## src/rtl/imem_boot_pkg.sv

```systemverilog
// Shared types and helpers for the instruction-memory boot loader.
//   ldr_state_e : loader FSM states
//   HDR_BYTES   : length-header size in bytes (little-endian word count)
//   word_addr() : byte address of a word index relative to a base address
package imem_boot_pkg;

  typedef enum logic [2:0] {BOOT, HDR, DATA, DONE, ERR} ldr_state_e;

  localparam int HDR_BYTES = 2;

  function automatic logic [31:0] word_addr(input logic [31:0] base, input logic [29:0] idx);
    return base + {idx, 2'b00};
  endfunction

endpackage

```

## src/rtl/byte_word_packer.sv

```systemverilog
// Packs a little-endian byte stream into 32-bit words.
//   clk, rst_n  : clock, asynchronous active-low reset
//   clear       : synchronous restart of the byte position (drops a partial word)
//   valid, data : byte strobe and byte value
//   word        : assembled word, meaningful while word_ready is high
//   word_ready  : high in the cycle the fourth byte of a word is presented
module byte_word_packer (
  input  logic        clk,
  input  logic        rst_n,
  input  logic        clear,
  input  logic        valid,
  input  logic [7:0]  data,
  output logic [31:0] word,
  output logic        word_ready
);

  logic [1:0]  byte_idx_q, byte_idx_d;
  logic [31:0] shift_q, shift_d;

  // New bytes enter at the top and move down, so after four bytes the first
  // one received sits in bits [7:0].
  assign word       = {data, shift_q[31:8]};
  assign word_ready = valid && (byte_idx_q == 2'd3);

  always_comb begin
    // NOTE: every signal written here gets a default first, so no path through
    // the block leaves it unassigned and no latch is inferred.
    byte_idx_d = byte_idx_q;
    shift_d    = shift_q;
    if (clear) begin
      byte_idx_d = 2'd0;
      shift_d    = '0;
    end else if (valid) begin
      byte_idx_d = byte_idx_q + 2'd1;
      shift_d    = word;
    end
  end

  always_ff @(posedge clk or negedge rst_n) begin
    // NOTE: non-blocking assignments make every flop sample its _d value from
    // before the edge, regardless of statement order across blocks.
    if (!rst_n) begin
      byte_idx_q <= 2'd0;
      shift_q    <= '0;
    end else begin
      byte_idx_q <= byte_idx_d;
      shift_q    <= shift_d;
    end
  end

endmodule

```

## src/rtl/imem_boot_loader.sv

```systemverilog
// Instruction-memory boot loader: receives a 2-byte little-endian word count
// followed by the image bytes, writes each assembled word to the instruction
// memory and holds the core in reset until the image is complete.
//   i_clk, i_reset          : clock, asynchronous active-low reset
//   i_boot_en               : 1 = load an image after reset, 0 = run preloaded image
//   i_start                 : restart a load from DONE or ERR
//   i_rx_data/valid, o_rx_ready : byte stream handshake
//   o_wr_en/addr/data       : instruction memory write port
//   o_cpu_rst_n             : core reset, released only in DONE
//   o_busy/o_done/o_err     : loader status
//   o_word_cnt              : words written in the current load
module imem_boot_loader
  import imem_boot_pkg::*;
#(
  parameter int          DEPTH     = 2048,
  parameter logic [31:0] BASE_ADDR = 32'h0,
  parameter int          CNT_W     = 16
) (
  input  logic             i_clk,
  input  logic             i_reset,
  input  logic             i_boot_en,
  input  logic             i_start,
  input  logic [7:0]       i_rx_data,
  input  logic             i_rx_valid,
  output logic             o_rx_ready,
  output logic             o_wr_en,
  output logic [31:0]      o_wr_addr,
  output logic [31:0]      o_wr_data,
  output logic             o_cpu_rst_n,
  output logic             o_busy,
  output logic             o_done,
  output logic             o_err,
  output logic [CNT_W-1:0] o_word_cnt
);

  ldr_state_e       state_q, state_d;
  logic             hdr_cnt_q, hdr_cnt_d;
  logic [CNT_W-1:0] len_q, len_d;
  logic [CNT_W-1:0] word_cnt_q, word_cnt_d;
  logic             wr_en_q, wr_en_d;
  logic [31:0]      wr_addr_q, wr_addr_d;
  logic [31:0]      wr_data_q, wr_data_d;
  logic             rx_ready_q, rx_ready_d;
  logic             busy_q, busy_d;
  logic             done_q, done_d;
  logic             err_q, err_d;
  logic             cpu_rst_n_q, cpu_rst_n_d;

  logic             accept;
  logic             pk_clear;
  logic [31:0]      pk_word;
  logic             pk_word_ready;
  logic [CNT_W-1:0] hdr_len;

  // Ready is a registered copy of "next state is HDR or DATA", so it is
  // already low in the first DONE/ERR cycle and no stray byte is consumed.
  assign accept  = i_rx_valid && rx_ready_q;
  assign hdr_len = CNT_W'({i_rx_data, len_q[7:0]});

  byte_word_packer u_packer (
    .clk        (i_clk),
    .rst_n      (i_reset),
    .clear      (pk_clear),
    .valid      (accept && (state_q == DATA)),
    .data       (i_rx_data),
    .word       (pk_word),
    .word_ready (pk_word_ready)
  );

  always_comb begin
    state_d    = state_q;
    hdr_cnt_d  = hdr_cnt_q;
    len_d      = len_q;
    word_cnt_d = word_cnt_q;
    wr_en_d    = 1'b0;
    wr_addr_d  = wr_addr_q;
    wr_data_d  = wr_data_q;
    pk_clear   = 1'b0;

    unique case (state_q)
      BOOT: state_d = i_boot_en ? HDR : DONE;

      HDR: begin
        if (accept) begin
          if (hdr_cnt_q != 1'(HDR_BYTES - 1)) begin
            len_d[7:0] = i_rx_data;
            hdr_cnt_d  = 1'b1;
          end else begin
            hdr_cnt_d = 1'b0;
            len_d     = hdr_len;
            if (hdr_len == '0)                     state_d = DONE;
            else if (32'(hdr_len) > 32'(DEPTH))    state_d = ERR;
            else                                   state_d = DATA;
          end
        end
      end

      DATA: begin
        // The count reaches len on the edge of the last write; finishing one
        // cycle later leaves o_done high in the cycle after that write.
        if (word_cnt_q == len_q) begin
          state_d = DONE;
        end else if (pk_word_ready) begin
          wr_en_d    = 1'b1;
          wr_data_d  = pk_word;
          wr_addr_d  = word_addr(BASE_ADDR, 30'(word_cnt_q));
          word_cnt_d = word_cnt_q + 1'b1;
        end
      end

      DONE, ERR: begin
        if (i_start) begin
          state_d    = HDR;
          hdr_cnt_d  = 1'b0;
          len_d      = '0;
          word_cnt_d = '0;
          wr_addr_d  = BASE_ADDR;
          pk_clear   = 1'b1;
        end
      end

      default: state_d = BOOT;
    endcase

    rx_ready_d  = (state_d == HDR) || (state_d == DATA);
    busy_d      = rx_ready_d;
    done_d      = (state_d == DONE);
    err_d       = (state_d == ERR);
    cpu_rst_n_d = done_d;
  end

  always_ff @(posedge i_clk or negedge i_reset) begin
    if (!i_reset) begin
      state_q     <= BOOT;
      hdr_cnt_q   <= 1'b0;
      len_q       <= '0;
      word_cnt_q  <= '0;
      wr_en_q     <= 1'b0;
      wr_addr_q   <= BASE_ADDR;
      wr_data_q   <= '0;
      rx_ready_q  <= 1'b0;
      busy_q      <= 1'b0;
      done_q      <= 1'b0;
      err_q       <= 1'b0;
      cpu_rst_n_q <= 1'b0;
    end else begin
      state_q     <= state_d;
      hdr_cnt_q   <= hdr_cnt_d;
      len_q       <= len_d;
      word_cnt_q  <= word_cnt_d;
      wr_en_q     <= wr_en_d;
      wr_addr_q   <= wr_addr_d;
      wr_data_q   <= wr_data_d;
      rx_ready_q  <= rx_ready_d;
      busy_q      <= busy_d;
      done_q      <= done_d;
      err_q       <= err_d;
      cpu_rst_n_q <= cpu_rst_n_d;
    end
  end

  assign o_rx_ready  = rx_ready_q;
  assign o_wr_en     = wr_en_q;
  assign o_wr_addr   = wr_addr_q;
  assign o_wr_data   = wr_data_q;
  assign o_cpu_rst_n = cpu_rst_n_q;
  assign o_busy      = busy_q;
  assign o_done      = done_q;
  assign o_err       = err_q;
  assign o_word_cnt  = word_cnt_q;

endmodule

```

## config.mk

```make
export PLATFORM = sky130hd
export DESIGN_NAME = imem_boot_loader
export DESIGN_NICKNAME = d
export VERILOG_FILES = /design/src/rtl/imem_boot_pkg.sv /design/src/rtl/byte_word_packer.sv /design/src/rtl/imem_boot_loader.sv
export SDC_FILE = /design/constraint.sdc
export NUM_CORES = 1
export LEC_CHECK = 0
export ABC_CLOCK_PERIOD_IN_PS = 3200
export CAP_MARGIN = 20
export CORE_MARGIN = 5
export CORE_UTILIZATION = 55
export CTS_BUF_LIST = sky130_fd_sc_hd__clkbuf_8
export CTS_CLUSTER_SIZE = 30
export DETAILED_ROUTE_END_ITERATION = 10
export DONT_BUFFER_PORTS = 1
export GPL_ROUTABILITY_DRIVEN = 0
export PLACE_DENSITY = 0.73
export RECOVER_POWER = 100
export SLEW_MARGIN = 20
export SYNTH_ARGS = -nofsm -noshare
export SYNTH_HDL_FRONTEND = slang
export SYNTH_SLANG_ARGS = --single-unit
```

## constraint.sdc

```tcl
create_clock -name i_clk -period 3.2 [get_ports i_clk]
set_clock_uncertainty 0.15 [all_clocks]
set_input_delay 0.16 -clock i_clk [delete_from_list [all_inputs] [get_ports i_clk]]
set_output_delay 0.16 -clock i_clk [all_outputs]
set_load 0.05 [all_outputs]
```

After elaboration in Yosys (flattened, before gate mapping)
Index checks and enable logic that the tools add are counted.
W data, S select, Z words.
{ "totals": {"inputBits": 13, "wordCells": 81, "out_inout_bits": 86, "ff_bits": 138} }
{ "classes": {"n_reduce_logical": 15, "eq_ne": 16, "muxes": 33, "magnitude_cmp": 1, "add_sub_neg": 2, "bitwise": 1} }
{ "ops": {"columns": ["cell", "count"], "rows": [
  ["$mux W32", 5],
  ["$mux W16", 4],
  ["$pmux W16 S2", 2],
  ["$pmux W32 S2", 1],
  ["$mux W3", 6],
  ["$add A16 B1 Y16 const B", 1],
  ["$eq A16 B16 Y1", 1],
  ["$gt A16 B12 Y1 const B", 1],
  ["$logic_not A16 Y1", 1],
  ["$mux W8", 2],
  ["$eq A3 B2 Y1 const B", 4],
  ["$ne A2 B2 Y1 const B", 6],
  ["$pmux W3 S4", 1],
  ["$reduce_and A4 Y1", 3],
  ["$mux W1", 8],
  ["$eq A3 B1 Y1 const B", 2],
  ["$eq A3 B3 Y1 const B", 2],
  ["$mux W2", 3],
  ["$reduce_and A3 Y1", 2],
  ["$reduce_bool A2 Y1", 3],
  ["$logic_and A1 B1 Y1", 3],
  ["$logic_not A3 Y1", 1],
  ["$add A2 B1 Y2 const B", 1],
  ["$eq A2 B2 Y1 const B", 1],
  ["4 further kinds", 4]
]} }

Depth between registers and ports, before layout
Gate-level depths: netlist of run 1.
{ "logic_depth": {"word_depth": 8, "mapped_depth": 8} }

Modules after synthesis
From an unflattened synthesis of run 1, not the netlist that was laid out.
{ "hier_totals": {"hier_cells": 497, "area_unflattened_um2": 5348.9} }
{ "modules_own_cells": {"columns": ["module", "cells_per_inst", "instances", "seq_area_each_um2", "area_per_inst_um2"], "rows": [
  ["imem_boot_loader", 403, 1, 2202.1, 4194.0],
  ["byte_word_packer", 94, 1, 650.6, 1154.9]
]} }

Worst setup path after synthesis of run 1
Ideal clock, no wire load.
{ "synth_timing": {"path_kind": "register to register", "from": "register word_cnt_q[9], in the netlist o_word_cnt[9]", "to": "register wr_data_q[0], in the netlist o_wr_data[0]", "required_ns": 2.925, "slack_ns": 0.691, "t_arrival_ns": 2.234, "setup_time_ns": 0.125, "period_less_slack_ns": 2.509, "path_stages_with_launch": 9, "path_cell_list": "dfrtp_1 > buf_2 > xor2_1 > nor4_1 > and4_1 > buf_6 > nor3_4 > buf_12 > mux2_4"} }
{ "synth_via": {"elab_chain_cells": 3} }
{ "synth_lines": {"columns": ["item", "line_no", "rtl"], "rows": [
  ["start, declared", "imem_boot_loader.sv:39", "logic [CNT_W-1:0] word_cnt_q, word_cnt_d;"],
  ["start signal, assigned", "imem_boot_loader.sv:150", "word_cnt_q <= word_cnt_d;"],
  ["$eq A16 B16 Y1", "imem_boot_loader.sv:101", "if (word_cnt_q == len_q) begin"],
  ["$not A1 Y1 (no line)", null, null],
  ["$reduce_and A3 Y1 (no line)", null, null],
  ["end signal, assigned", "imem_boot_loader.sv:153", "wr_data_q <= wr_data_d;"],
  ["end, declared", "imem_boot_loader.sv:42", "logic [31:0] wr_data_q, wr_data_d;"]
]} }
No other way between the ends.
A chain may end at the register's enable or synchronous reset.

Worst setup path in the final report of run 1
{ "layout_timing": {"from": "register word_cnt_q[2], in the netlist o_word_cnt[2]", "to": "register word_cnt_q[11], in the netlist o_word_cnt[11]"} }
{ "layout_via": {"elab_chain_cells": 4} }
{ "layout_lines": {"columns": ["item", "line_no", "rtl"], "rows": [
  ["$add A16 B1 Y16", "imem_boot_loader.sv:107", "word_cnt_d = word_cnt_q + 1'b1;"],
  ["$mux W16", "imem_boot_loader.sv:103", "end else if (pk_word_ready) begin"],
  ["$mux W16", "imem_boot_loader.sv:101", null],
  ["$pmux W16 S2", "imem_boot_loader.sv:80", "unique case (state_q)"]
]} }
Several ways; a longest one is shown, not always the timed one. The select of a mux whose other input is x is not followed.

==> metrics.txt, run 1 <==
outcome finished, violations left; failing checks slew limit; Pre-antenna DRT Iters 5; number of synthesized flops with an enable pin 0; DRC 0; r2r setup slk 0.36 ns; Slowest-stage cell, CP nor4_1; Hold Vio Cnt, Final 0; Seq/Total Area, Yosys 0.524; grt ovf 0; CP startpoint o_word_cnt[2]; Routed WL 12400 um; min Tclk post-route 2.84 ns; initial DRC count 292; Worst Path Buf+Inv 1; clock slew seen by the registers of the worst setup and hold paths 0.07 ns; number of buffers created by CTS 17; Avg WL per Cell 18.6 um; Critical Path Stages 6; CTS root buffer clkbuf_8; cell family with most CP delay simple AND/OR/NAND/NOR gates; Final Non-Filler Cells 666; dpl cells 619; power density over the cells 718 nW/um^2; Largest stage delay, worst path 0.68 ns; Synth Area in Compound Gates 0.108; Post-Synth Simple-Gate Area 0.156; die area 12000 um^2; main flop type after synthesis dfrtp_1; worst min path class in2reg; vias in the first global route 3772; PostCTS Resize Cnt 0; cell area after synthesis 5450 um^2; CP Class reg2reg; critical path data required time 3.41 ns; most frequent cells in the layout dfrtp_1 (114), nand2_1 (80), o21ai_0 (39); GRT Overall Usage 0.223; core area 9730 um^2; Synth Warn # 0; Max Slew Vio Count 92; vias per cell 5.71; Nets 534; crit path capture o_word_cnt[11]; DR vias 3802; FF-to-FF path depth 6; Die W 110 um; die height 110 um; peak supply drop 0.376 mV; total chip power 4.22 mW; Relative slew margins -0.00366; final setup vio count 0; worst r2r dst o_word_cnt[11]; Mapped Avg Cell Area 11.0 um^2; layout cells sized above 1 0.0883; first-pass GRT wire length 20300 um; RSZ-0062 raised after global routing false; # port buffers 0; Area Growth Syn to Fin 7.90%; Seq cells post-synth 114; Site Rows 36; DP HPWL 7970 um; fmax 352 MHz; crit path max fanout 7; Final period util 0.888; synth unique cells 52; clock latency on the worst-skew pair 0.44 ns; CP Capture Type flop; Crit path arrival time 3.05 ns; RR Startpoint o_word_cnt[2]; Leak 2.77 nW; CTS tree yes; total negative slack 0 ns; Post-DRT Antenna Nets 0; Mapped Cells 496; Adder-Cell Fraction of Synth Area 0.00459; most common cell after layout, fill and taps aside dfrtp_1; Starting Density 0.560; Clock Sinks 114; asr flop ratio synth 1.00; Max Cap Viol 0; largest family of logic cells by synthesized area simple AND/OR/NAND/NOR gates; H-tree depth 4; antenna violations before repair 1; # IOs 99; post-synthesis xor/xnor area fraction 0.0273; largest net degree at the start of global routing 115; crit start category flop; CP Cell Sequence clkbuf_1 -> nand4_1 -> nor4_1 -> o2111ai_1 -> a21oi_1 -> mux2i_1; Clock Path Buffers 2; mux share of post-synthesis cell area 0.107; Worst-Margin Slew 1.51 ns
routing by layer:
metal,wire (um),GRT usage
met3,1150,0.0904
met5,0,0
met2,5560,0.328
met4,218,0.0748
met1,5450,0.303
synth_stat cells (4+ instances only):
library cell	n	share of area
buf_2	6	0.0055
buf_4	20	0.028
dfrtp_1	114	0.52
nor2_1	7	0.0048
o21ai_0	33	0.030
nor4_1	6	0.0069
nand2_1	80	0.055
o21ai_1	10	0.0092
a22o_1	16	0.026
nor3_1	13	0.012
a211oi_2	4	0.0092
inv_1	15	0.010
xor2_1	17	0.027
mux2_4	32	0.088
a21oi_1	8	0.0073
nand3_1	36	0.033
mux2i_1	9	0.017
buf_6	4	0.0083
nand2b_1	6	0.0069
clkbuf_1	10	0.0069
worst min-delay path by stage:
stage	start	endpoint	slack, ns	cells past startpoint
3_5_place_dp	i_reset	o_wr_addr[2]	-0.28	0
3_3_place_gp	i_reset	o_wr_addr[6]	-0.28	0
5_1_grt	i_rx_data[0]	state_q[1]	0.13	4
6_report	i_rx_data[0]	state_q[1]	0.09	4
4_1_cts	i_rx_data[0]	state_q[1]	0.07	4
2_1_floorplan	i_reset	hdr_cnt_q	-0.29	0
worst min-delay path, cell delays in order:
cell	delay (ns)
nor4_1	0.04
nand3_1	0.12
a21o_1	0.16
o22ai_1	0.14
metrics by stage:
step                hold WS [ns]  utilization  area, um^2  setup WS, ns
global placement          -0.283        0.568        5520         0.693
floorplan                 -0.286            -        5500         0.691
finish                    0.0926        0.604        5880         0.357
CTS                       0.0738        0.628        6110         0.580
global route               0.126        0.604        5880         0.241
detailed placement        -0.284        0.568        5520         0.604
final cells by class:
cell class                 count  area, um^2
fill                         868        3850
sequential                   114        2850
multi-input combinational    335        2120
timing repair buffer          36         249
clock buffer                  18         248
clock inverter                14         186
tap                          133         166
inverter                      15        56.3
antenna                        1        2.50
logic make-up (layout without fill, tap and decap cells):
family / after synthesis / in the layout
AO/OA/AOI/OAI: 87 / 87
XOR/XNOR: 17 / 17
adder cells (fa/ha/maj): 2 / 2
buffers and inverters: 62 / 83
flip-flops: 114 / 114
multiplexers: 42 / 42
other: 1 / 17
AND/OR/NAND/NOR: 171 / 171
what timing repair did:
action,4_1_cts,5_1_grt
setup buffers,0,0
endpoints found under the hold margin,159,0
hold buffers,14,0
flip-flops by register name (all words and copies together), names as in the netlist:
name                 count
o_wr_en                  1
o_word_cnt              16
u_packer.shift_q        24
o_wr_addr               16
o_cpu_rst_n              1
o_busy                   1
u_packer.byte_idx_q      2
state_q                  3
o_err                    1
len_q                   16
hdr_cnt_q                1
o_wr_data               32
power by group:
group	total, mW	switching [mW]	internal [mW]	leakage (nW)
logic	0.827	0.568	0.259	1.00
registers	1.92	0.275	1.65	1.56
clock network	1.47	0.606	0.865	0.213
total	4.22	1.45	2.77	2.77
Note: power is estimated with default switching activity, not from simulation.
==> inputs of run 2 (changes only) <==
--- a/config.mk
+++ b/config.mk
@@ -7,14 +7,14 @@
 export LEC_CHECK = 0
 export ABC_CLOCK_PERIOD_IN_PS = 3200
 export CAP_MARGIN = 20
-export CORE_MARGIN = 5
+export CORE_MARGIN = 2
 export CORE_UTILIZATION = 55
 export CTS_BUF_LIST = sky130_fd_sc_hd__clkbuf_8
 export CTS_CLUSTER_SIZE = 30
 export DETAILED_ROUTE_END_ITERATION = 10
 export DONT_BUFFER_PORTS = 1
 export GPL_ROUTABILITY_DRIVEN = 0
-export PLACE_DENSITY = 0.73
+export PLACE_DENSITY_LB_ADDON = 0.08
 export RECOVER_POWER = 100
 export SLEW_MARGIN = 20
 export SYNTH_ARGS = -nofsm -noshare
==> run 2 against run 1 <==
  * The run still ends with slew limit left
  * Count of clock-buffer cells in the layout up 1
  * Register-to-register slack better by 0.09 ns
  * Clock power down 5%
  * Maximum frequency up 3.1%
  * Largest cell class unchanged
  * Largest power group unchanged
==> metrics.txt, run 2 (same netlist as run 1, synthesis figures left out) <==
post-CTS setup repair buffer count 0 (unchanged); Area Growth Syn to Fin 7.92% (about the same); Clock Path Buffers 2 (unchanged); most common cell after layout, fill and taps aside dfrtp_1; CTS tree yes; die height 104 um (-5.5%); total chip power 4.15 mW (-1.7%); clock latency on the worst-skew pair 0.43 ns (about the same); worst min path class in2reg; vias in the first global route 3650 (-3.2%); Comb power frac 0.199 (+0.003); final setup vio count 0 (unchanged); Largest register FFs 32 (unchanged); filler cell count 829 (-4.5%); Starting Density 0.563 (+0.00260); failing checks slew limit; largest net degree at the start of global routing 115 (unchanged); DP HPWL 7600 um (-4.6%); Max Cap Viol 0 (unchanged); peak supply drop 0.437 mV (+16%); power density over the cells 705 nW/um^2 (-1.7%); DR vias 3710 (-2.4%); DRC 0 (unchanged); r2r setup slk 0.44 ns (+0.09 ns); crit start category flop; GRT Overall Usage 0.239 (+0.0156); hold path startpoint i_rx_valid; worst r2r dst o_word_cnt[10]; # port buffers 0 (unchanged); H-tree depth 4 (unchanged); Clock Sinks 114 (unchanged); NetSw 1.43 mW (-1.4%); most frequent cells in the layout dfrtp_1 (114), nand2_1 (80), o21ai_0 (38); Relative slew margins -0.00516 (-0.00150); Crit path arrival time 2.95 ns (-0.10 ns); total negative slack 0 ns (unchanged); CP Class reg2reg; layout cells sized above 1 0.0919 (+0.00359); antenna violations before repair 1 (unchanged); final instance area 5880 um^2 (about the same); Seq pwr share 0.462 (+0.006); clock slew seen by the registers of the worst setup and hold paths 0.07 ns (about the same); Pre-antenna DRT Iters 4 (-1); final core utilization 0.607 (+0.00294); PostCTS Resize Cnt 0 (unchanged); Die W 104 um (-5.5%); CTS root buffer clkbuf_8; Hold Vio Cnt, Final 0 (unchanged); CP Capture Type flop; dpl cells 621 (+0.32%); clock share of power 0.339 (-0.009); FF-to-FF path depth 6 (unchanged); Pint 2.72 mW (-1.9%); min Tclk post-route 2.76 ns (-0.0867 ns); outcome finished, violations left; initial DRC count 273 (-6.5%); first-pass GRT wire length 20000 um (-1.7%); crit path max fanout 6 (-1); RSZ-0062 raised after global routing false; Nets 535 (+0.19%); number of buffers created by CTS 17 (unchanged); CTS Hold Bufs 13 (-1); Final Non-Filler Cells 668 (+0.30%); vias per cell 5.55 (-2.7%); # IOs 99 (unchanged); Switching Fraction 0.344 (+0.00105); Max Slew Vio Count 114 (+24%); cell depth of the worst hold path 4 (unchanged); Post-DRT Antenna Nets 0 (unchanged); core area 9680 um^2 (-0.46%); Leak 2.78 nW (+0.33%); fmax 363 MHz (+3.1%); Site Rows 36 (unchanged); Avg WL per Cell 18.0 um (-3.3%); Hold Path End o_word_cnt[3]; RR Startpoint o_word_cnt[1]; die area 10700 um^2 (-11%); Routed WL 12000 um (-3.0%); Final period util 0.861 (-0.0271); grt ovf 0 (unchanged); critical path data required time 3.40 ns (about the same); Worst-Margin Slew 1.51 ns (+0.00225 ns); Post-DP Area 5540 um^2 (+0.27%)
## run 2: through the flow
step / setup WS [ns] / hold WS (ns)
floorplan: 0.691 / -0.286
global placement: 0.664 / -0.282
detailed placement: 0.559 / -0.283
CTS: 0.551 / 0.00800
global route: 0.270 / 0.0360
finish: 0.444 / 0.0520
## run 2: area by class of cell
| class | instances | area (um^2) | share of cell area |
|---|---|---|---|
| Antenna cell | 2 | 5.00 | 0.000851 |
| Sequential cell | 114 | 2850 | 0.485 |
| Inverter | 15 | 56.3 | 0.00958 |
| Clock inverter | 13 | 161 | 0.0275 |
| Timing Repair Buffer | 37 | 254 | 0.0432 |
| Multi-Input combinational cell | 335 | 2120 | 0.361 |
| Tap cell | 133 | 166 | 0.0283 |
| Clock buffer | 19 | 262 | 0.0445 |
## run 2: per-layer routing
metal	vias up	track usage	wire (um)
met5	-	0	0
met4	0	0.0763	129
met3	13	0.0919	1010
met2	144	0.312	5130
met1	1801	0.364	5730
li1	1752	-	-
## run 2: critical path, stage by stage (launching register included)
cell and delay (ns):
dfrtp_1 0.38, clkbuf_1 0.64, ha_1 0.30, nand3_1 0.17, or4_1 0.55, a211oi_1 0.28, mux2i_1 0.21
## run 2: how the worst max path moves through the flow
stage               slack [ns]  cells past startpoint              to          start
floorplan                 0.69                      8    o_wr_data[0]  o_word_cnt[9]
global placement          0.66                      6   o_wr_data[29]     state_q[1]
detailed placement        0.56                      6   o_wr_data[24]     state_q[1]
CTS                       0.55                      6   o_wr_data[19]     state_q[1]
global route              0.27                      5    o_wr_addr[2]  o_word_cnt[2]
finish                    0.44                      6  o_word_cnt[10]  o_word_cnt[1]
## run 2: power by group through the flow
| stage | clock network [mW] | registers, mW | logic, mW |
|---|---|---|---|
| floorplan | 0 | 1.88 | 0.712 |
| CTS | 1.43 | 1.92 | 0.859 |
| global placement | 0 | 1.94 | 0.778 |
| detailed placement | 0 | 1.95 | 0.800 |
| global route | 1.50 | 1.95 | 0.945 |
| finish | 1.40 | 1.92 | 0.825 |
